**src/rtl/wallace_mac.sv**
```systemverilog
// Streaming multiply-accumulate around a carry-save 16x16 multiplier.
// Operands are registered into the multiplier and products are summed in groups of N_TERMS.

module wallace (
  input  logic [15:0] a,
  input  logic [15:0] b,
  output logic [31:0] s,
  output logic [31:0] c
);
  logic [31:0] row [16];
  logic [31:0] nxt [16];
  logic [31:0] x, y, z, maj;
  logic [4:0]  n, m, k;

  // Six 3:2 compressor layers reduce 16 rows: 16-11-8-6-4-3-2.
  always_comb begin
    for (int i = 0; i < 16; i++) begin
      row[i] = b[i] ? ({16'd0, a} << i) : 32'd0;
      nxt[i] = 32'd0;
    end
    n = 5'd16;
    m = 5'd0;
    k = 5'd0;
    x = 32'd0;
    y = 32'd0;
    z = 32'd0;
    maj = 32'd0;
    for (int l = 0; l < 6; l++) begin
      m = 5'd0;
      k = 5'd0;
      for (int i = 0; i < 16; i++) nxt[i] = 32'd0;
      for (int g = 0; g < 5; g++) begin
        if (5'(3 * g + 2) < n) begin
          x = row[3 * g];
          y = row[3 * g + 1];
          z = row[3 * g + 2];
          maj = (x & y) | (x & z) | (y & z);
          nxt[m[3:0]] = x ^ y ^ z;
          nxt[m[3:0] + 4'd1] = {maj[30:0], 1'b0};
          m = m + 5'd2;
          k = k + 5'd3;
        end
      end
      for (int r = 0; r < 16; r++) begin
        if (5'(r) >= k && 5'(r) < n) begin
          nxt[m[3:0]] = row[r];
          m = m + 5'd1;
        end
      end
      row = nxt;
      n = m;
    end
    s = row[0] + row[1];
    c = row[1];
  end
endmodule

module wallace_mac #(
  parameter int ACC_W   = 40,
  parameter int N_TERMS = 4
) (
  input  logic             clk,
  input  logic             rst,
  input  logic             in_valid,
  output logic             in_ready,
  input  logic [15:0]      in_a,
  input  logic [15:0]      in_b,
  output logic             out_valid,
  input  logic             out_ready,
  output logic [ACC_W-1:0] out_sum,
  output logic             out_ovf
);
  localparam int CNT_W = (N_TERMS > 1) ? $clog2(N_TERMS) : 1;
  localparam logic [CNT_W-1:0] LAST = CNT_W'(N_TERMS - 1);

  logic [15:0]      a_r, b_r;
  logic             v1;
  logic [31:0]      prod;
  logic [ACC_W-1:0] acc;
  logic             ovf_acc;
  logic [CNT_W-1:0] cnt;
  logic             stall;
  logic [ACC_W:0]   sum;

  wallace u_mul (
    .a(a_r),
    .b(b_r),
    .s(prod),
    .c()
  );

  assign stall    = out_valid & ~out_ready;
  assign in_ready = ~rst & ~stall;
  assign sum      = {1'b0, acc} + {{(ACC_W + 1 - 32){1'b0}}, prod};

  always_ff @(posedge clk) begin
    if (rst) begin
      a_r       <= '0;
      b_r       <= '0;
      v1        <= 1'b0;
      acc       <= '0;
      ovf_acc   <= 1'b0;
      cnt       <= '0;
      out_valid <= 1'b0;
      out_sum   <= '0;
      out_ovf   <= 1'b0;
    end else begin
      if (out_valid && out_ready) out_valid <= 1'b0;
      if (!stall) begin
        a_r <= in_a;
        b_r <= in_b;
        v1  <= in_valid & in_ready;
        // A result load on the same edge as a handshake overrides the clear above.
        if (v1) begin
          if (cnt == LAST) begin
            out_sum   <= sum[ACC_W-1:0];
            out_ovf   <= ovf_acc | sum[ACC_W];
            out_valid <= 1'b1;
            acc       <= '0;
            ovf_acc   <= 1'b0;
            cnt       <= '0;
          end else begin
            acc     <= sum[ACC_W-1:0];
            ovf_acc <= ovf_acc | sum[ACC_W];
            cnt     <= cnt + CNT_W'(1);
          end
        end
      end
    end
  end
endmodule

```
**config.mk**
```make
export PLATFORM = sky130hd
export DESIGN_NAME = wallace_mac
export DESIGN_NICKNAME = d
export VERILOG_FILES = /design/src/rtl/wallace_mac.sv
export SDC_FILE = /design/constraint.sdc
export NUM_CORES = 1
export LEC_CHECK = 0
export CORE_ASPECT_RATIO = 1.25
export CORE_UTILIZATION = 36
export DETAILED_ROUTE_END_ITERATION = 16
export GPL_TIMING_DRIVEN = 0
export PLACE_DENSITY = 0.53
export SLEW_MARGIN = 20
export SYNTH_ARGS = -nofsm -noshare
export SYNTH_HDL_FRONTEND = slang
export SYNTH_SLANG_ARGS = --single-unit
```
**constraint.sdc**
```tcl
create_clock -name clk -period 16.4 [get_ports clk]
set_clock_uncertainty 0.2 [all_clocks]
set_input_delay 3.28 -clock clk [delete_from_list [all_inputs] [get_ports clk]]
set_output_delay 3.28 -clock clk [all_outputs]
set_load 0.01 [all_outputs]
```
==> results <==
- In this run, distinct cell masters in the synthesized netlist total 61.
- The number of max-cap violations is 0.
- Post-CTS timing repair inserted 0 buffers for setup.
- The number of primary I/O pins is 79.
- The initial antenna violation count is 1.
- Compared with the post-synthesis result, the final layout area differs by 14.44%.
- The mean post-synth cell area is 9.118 µm².
- The master of the slowest instance on the critical path is sky130_fd_sc_hd__clkbuf_1.
- The part of the cycle the worst path needs is 0.5711.
- For the worst setup path, the data required time is 12.92 ns.
- In this run the number of H-tree levels came out at 4.
- The first global-routing pass estimated 61490 µm of wire.
- Measured against its own limit, the worst slew margin works out to 0.3370.
- The total number of placement rows is 79.
- Counting flops with a built-in enable in the synthesized netlist gives 0.
- For the worst-skew pair, the clock arrives at the later sink with an insertion delay of 0.45 ns.
- The total number of vias is 10561.
- TritonCTS built the clock tree.
- Once detail routing completed, the nets flagged for antenna violations numbered 0.
- The number of failing hold endpoints at the final stage is 0.
- By startpoint and endpoint, the worst setup path is classified as in2out.
- Of the total synthesized cell area, the portion taken by full adders, half adders and majority gates is 0.4009.
- The type of the worst min-delay path is reg2reg.
- After synthesis, the largest family of logic cells by area is adder cells.
- IR analysis of the VDD net gives a maximum drop of 0.09487 mV.
- The die covers 38340 µm².
- Yosys printed 0 warnings.
- The transition time of the tightest slew-check pin is 0.9945 ns.
- Yosys attributes the largest share of cell area to sky130_fd_sc_hd__fa_1, sky130_fd_sc_hd__dfxtp_1, sky130_fd_sc_hd__ha_1, sky130_fd_sc_hd__and2_1, sky130_fd_sc_hd__inv_1.
- The effective utilization at floorplan is 0.3638.
- The number of vias per cell after detailed routing is 5.080.
- The basic-gate share of the synthesized area counting and, or, nand and nor cells is 0.1674.
- Routability-driven placement finished with a final weighted congestion of 0.8769.
- At the worst endpoint, the arrival time is 5.89 ns.
- Summing every instance area after synthesis gives 13520 µm².
- In this run the critical register-to-register path is launched from b_r[6].
- After synthesis the netlist holds a flip-flop and latch count of 118.
- Of the synthesized area, sequential elements account for 0.1747.
- Among all flip-flop cells after synthesis, the most frequent one is sky130_fd_sc_hd__dfxtp_1.
- The fraction of final layout cells sized beyond drive strength 1 is 0.03141.
- Static timing analysis puts the maximum clock frequency at 0.1068 GHz.
- The final layout net count is 1927.
- After routing, the total negative slack on setup checks comes to 0 ns.
- The die is 175.3 µm wide.
- The cell leakage power is 6.536 nW.
- The power density of the placed cells is 92.52 nW/µm².
- The global route total overflow is 0.
- The worst register-to-register path has a setup slack of 7.18 ns.
- In this run the most critical hold path is launched from out_sum[34].
- The cts-stage hold buffer count is 0.
- The max-slew violation total from the final report is 0.
- The highest fanout seen on the critical path is 10.
- In this run the standard cell core region covers 37170 µm².
- No sink is reached through more buffers than the 2 on the longest clock path.
- The final period demand of the worst path is 9.366 ns.
- Setup repair after global routing left no endpoint under its margin.
- The detailed router finished its first iteration with 560 violations.
- Hold timing on the final database bottoms out at a slack of 0.2491 ns.
- Ranked by instance count, the synthesized netlist is headed by sky130_fd_sc_hd__fa_1, sky130_fd_sc_hd__inv_1, sky130_fd_sc_hd__nand2_1.
- Along the worst hold path, the cell count comes to 2.
- The total number of clock tree sinks is 118.
- The endpoint of the worst register-to-register path is acc[32].
- The cell count after synthesis is 1483.
- Among all cell types in the netlist, the one instantiated most often is sky130_fd_sc_hd__fa_1.
- The final wirelength is 37850 µm.
- In the synthesized netlist the async set-or-reset flop fraction comes to 0.
- The aggregate global-route resource usage is 0.2090.
- The die is 218.7 µm tall.
- Counting every net in the synthesized netlist gives 1831.
- The count of buffers added on input and output ports is 77.
- After legalization and detailed placement, the total HPWL measured 30720 µm.
- The compound-cell area share of the yosys netlist is 0.1459.
- Setup violations remaining at the end of the flow were counted as 0.
- The share of synthesized area in the top cell type comes to 0.2991.
- STA classifies the critical path startpoint as an input port.
- Of the total synthesized cell area, the portion taken by XOR and XNOR cells is 0.03563.
- The post-synthesis cell type with the largest combined area is sky130_fd_sc_hd__fa_1.
- In this run, post-CTS repair resized a total of 0 instances.
- The routed wirelength normalized by instance count is 18.20 µm.
- The clock slew at the register clock pins of the worst setup and hold paths is 0.06 ns.
- Measured against the total synthesized area, the mux share comes to 0.001481.
- The worst setup path is captured at an output pin.
- Traced cell by cell, the critical path runs through clkdlybuf4s50_1 > nand2b_1 > and2_1 > clkbuf_1 > clkbuf_1 > clkdlybuf4s50_1.
- The flow ran to the end, and the final reports show no timing, DRC or antenna violations.
- The via count of the first global-routing pass is 11239.
- The largest single stage delay on the critical path is 0.74 ns.
- The clock root buffer master is sky130_fd_sc_hd__clkbuf_16.
- The largest net degree at the start of global routing is 17.
- The path with the worst hold slack has its endpoint at out_sum[34].
- Counting cells, the worst reg-to-reg path comes to 27.
- The detailed-routing iteration count for the pre-antenna-repair pass is 6.
- The CTS buffer count is 17.
- The number of DRC violations after detailed routing is 0.
[metal layers]
layer / up-vias / wire length, µm / GRT usage
li1: 5051 / - / -
met1: 5249 / 16260 / 0.2580
met2: 207 / 19300 / 0.3679
met3: 54 / 1168 / 0.02714
met4: 0 / 1120 / 0.08174
met5: - / 0 / 0
[logic make-up (layout without fill, tap and decap cells)]
group	after synthesis	after routing
AOI/OAI and AO/OA	273	273
xor gates and xnor gates	55	55
adders and majority gates	312	312
buffers and inverters	266	375
DFF	118	118
muxes	2	2
other	0	1
and+or+nand+nor	457	457
[layout make-up]
class	instances	area (µm²)
Clock buffer	18	429.2
Buffer	66	250.2
Timing Repair Buffer	77	770.7
Fill cell	3779	21690
Tap cell	486	608.1
Inverter	200	750.7
Sequential cell	118	2362
Clock inverter	14	138.9
Multi-Input combinational cell	1099	10160
Antenna cell	1	2.502
[worst max path at each step]
stage	from	endpoint
after floorplan	rst	in_ready
after global placement	out_ready	in_ready
after detailed placement	out_ready	in_ready
after CTS	out_ready	in_ready
after global routing	b_r[6]	acc[39]
final	out_ready	in_ready
[critical path, delay by kind of cell]
family / cells / cell delay (ns)
buf+inv: 4 / 2.27
simple gates: 2 / 0.34
[through the flow]
stage,std cells,setup slack [ns],area [µm²],util,power [mW]
after floorplan,1483,8.692,13520,-,0.8683
after global placement,2046,7.069,14900,0.4009,1.052
after detailed placement,2046,7.038,14900,0.4010,1.058
after CTS,2078,7.032,15470,0.4163,1.440
after global routing,2079,6.698,15470,0.4163,1.548
final,2079,7.034,15470,0.4163,1.432
[placed cells by master, fill, tap and decap left out, types with 4 or more instances in the layout]
cell type                         synthesis  layout
sky130_fd_sc_hd__a31oi_1                 15      15
sky130_fd_sc_hd__xnor2_1                 42      42
sky130_fd_sc_hd__nand2b_1                 7       7
sky130_fd_sc_hd__a211oi_1                 9       9
sky130_fd_sc_hd__inv_1                  200     200
sky130_fd_sc_hd__fa_1                   202     202
sky130_fd_sc_hd__dfxtp_1                118     118
sky130_fd_sc_hd__xor2_1                  13      13
sky130_fd_sc_hd__clkbuf_1                62      63
sky130_fd_sc_hd__o21ai_0                 30      30
sky130_fd_sc_hd__a21oi_1                 56      56
sky130_fd_sc_hd__nand2_1                180     180
sky130_fd_sc_hd__nor2b_1                  9       9
sky130_fd_sc_hd__and2_1                 143     143
sky130_fd_sc_hd__nor3_1                  14      14
sky130_fd_sc_hd__nand3_1                 11      11
sky130_fd_sc_hd__clkdlybuf4s50_1          0      77
sky130_fd_sc_hd__nor2_1                  60      59
sky130_fd_sc_hd__or2_2                    4       4
sky130_fd_sc_hd__a22oi_1                 16      16
sky130_fd_sc_hd__a32oi_1                  4       4
sky130_fd_sc_hd__and3_1                   9       9
sky130_fd_sc_hd__o21bai_1                 4       4
sky130_fd_sc_hd__inv_6                    0       7
sky130_fd_sc_hd__a22o_1                  76      76
sky130_fd_sc_hd__nand4_1                  6       6
sky130_fd_sc_hd__o21ai_1                  6       6
sky130_fd_sc_hd__ha_1                   110     110
sky130_fd_sc_hd__a21o_1                  23      23
sky130_fd_sc_hd__o211ai_1                 5       5
sky130_fd_sc_hd__clkbuf_16                0      17
[registers in the layout (all words and copies together), names as in the netlist]
signal and flops:
acc 40, out_sum 40, a_r 16, b_r 16
cnt 2, out_ovf 1, out_valid 1, ovf_acc 1
v1 1
[report_power, final]
group / total [mW] / switching, mW / leakage, nW / internal [mW]
sequential: 0.333 / 0.0248 / 0.963 / 0.308
combinational: 0.720 / 0.435 / 5.30 / 0.286
clock: 0.378 / 0.166 / 0.271 / 0.212
total: 1.43 / 0.625 / 6.54 / 0.807
No activity file was read; power rests on OpenSTA's default activity.
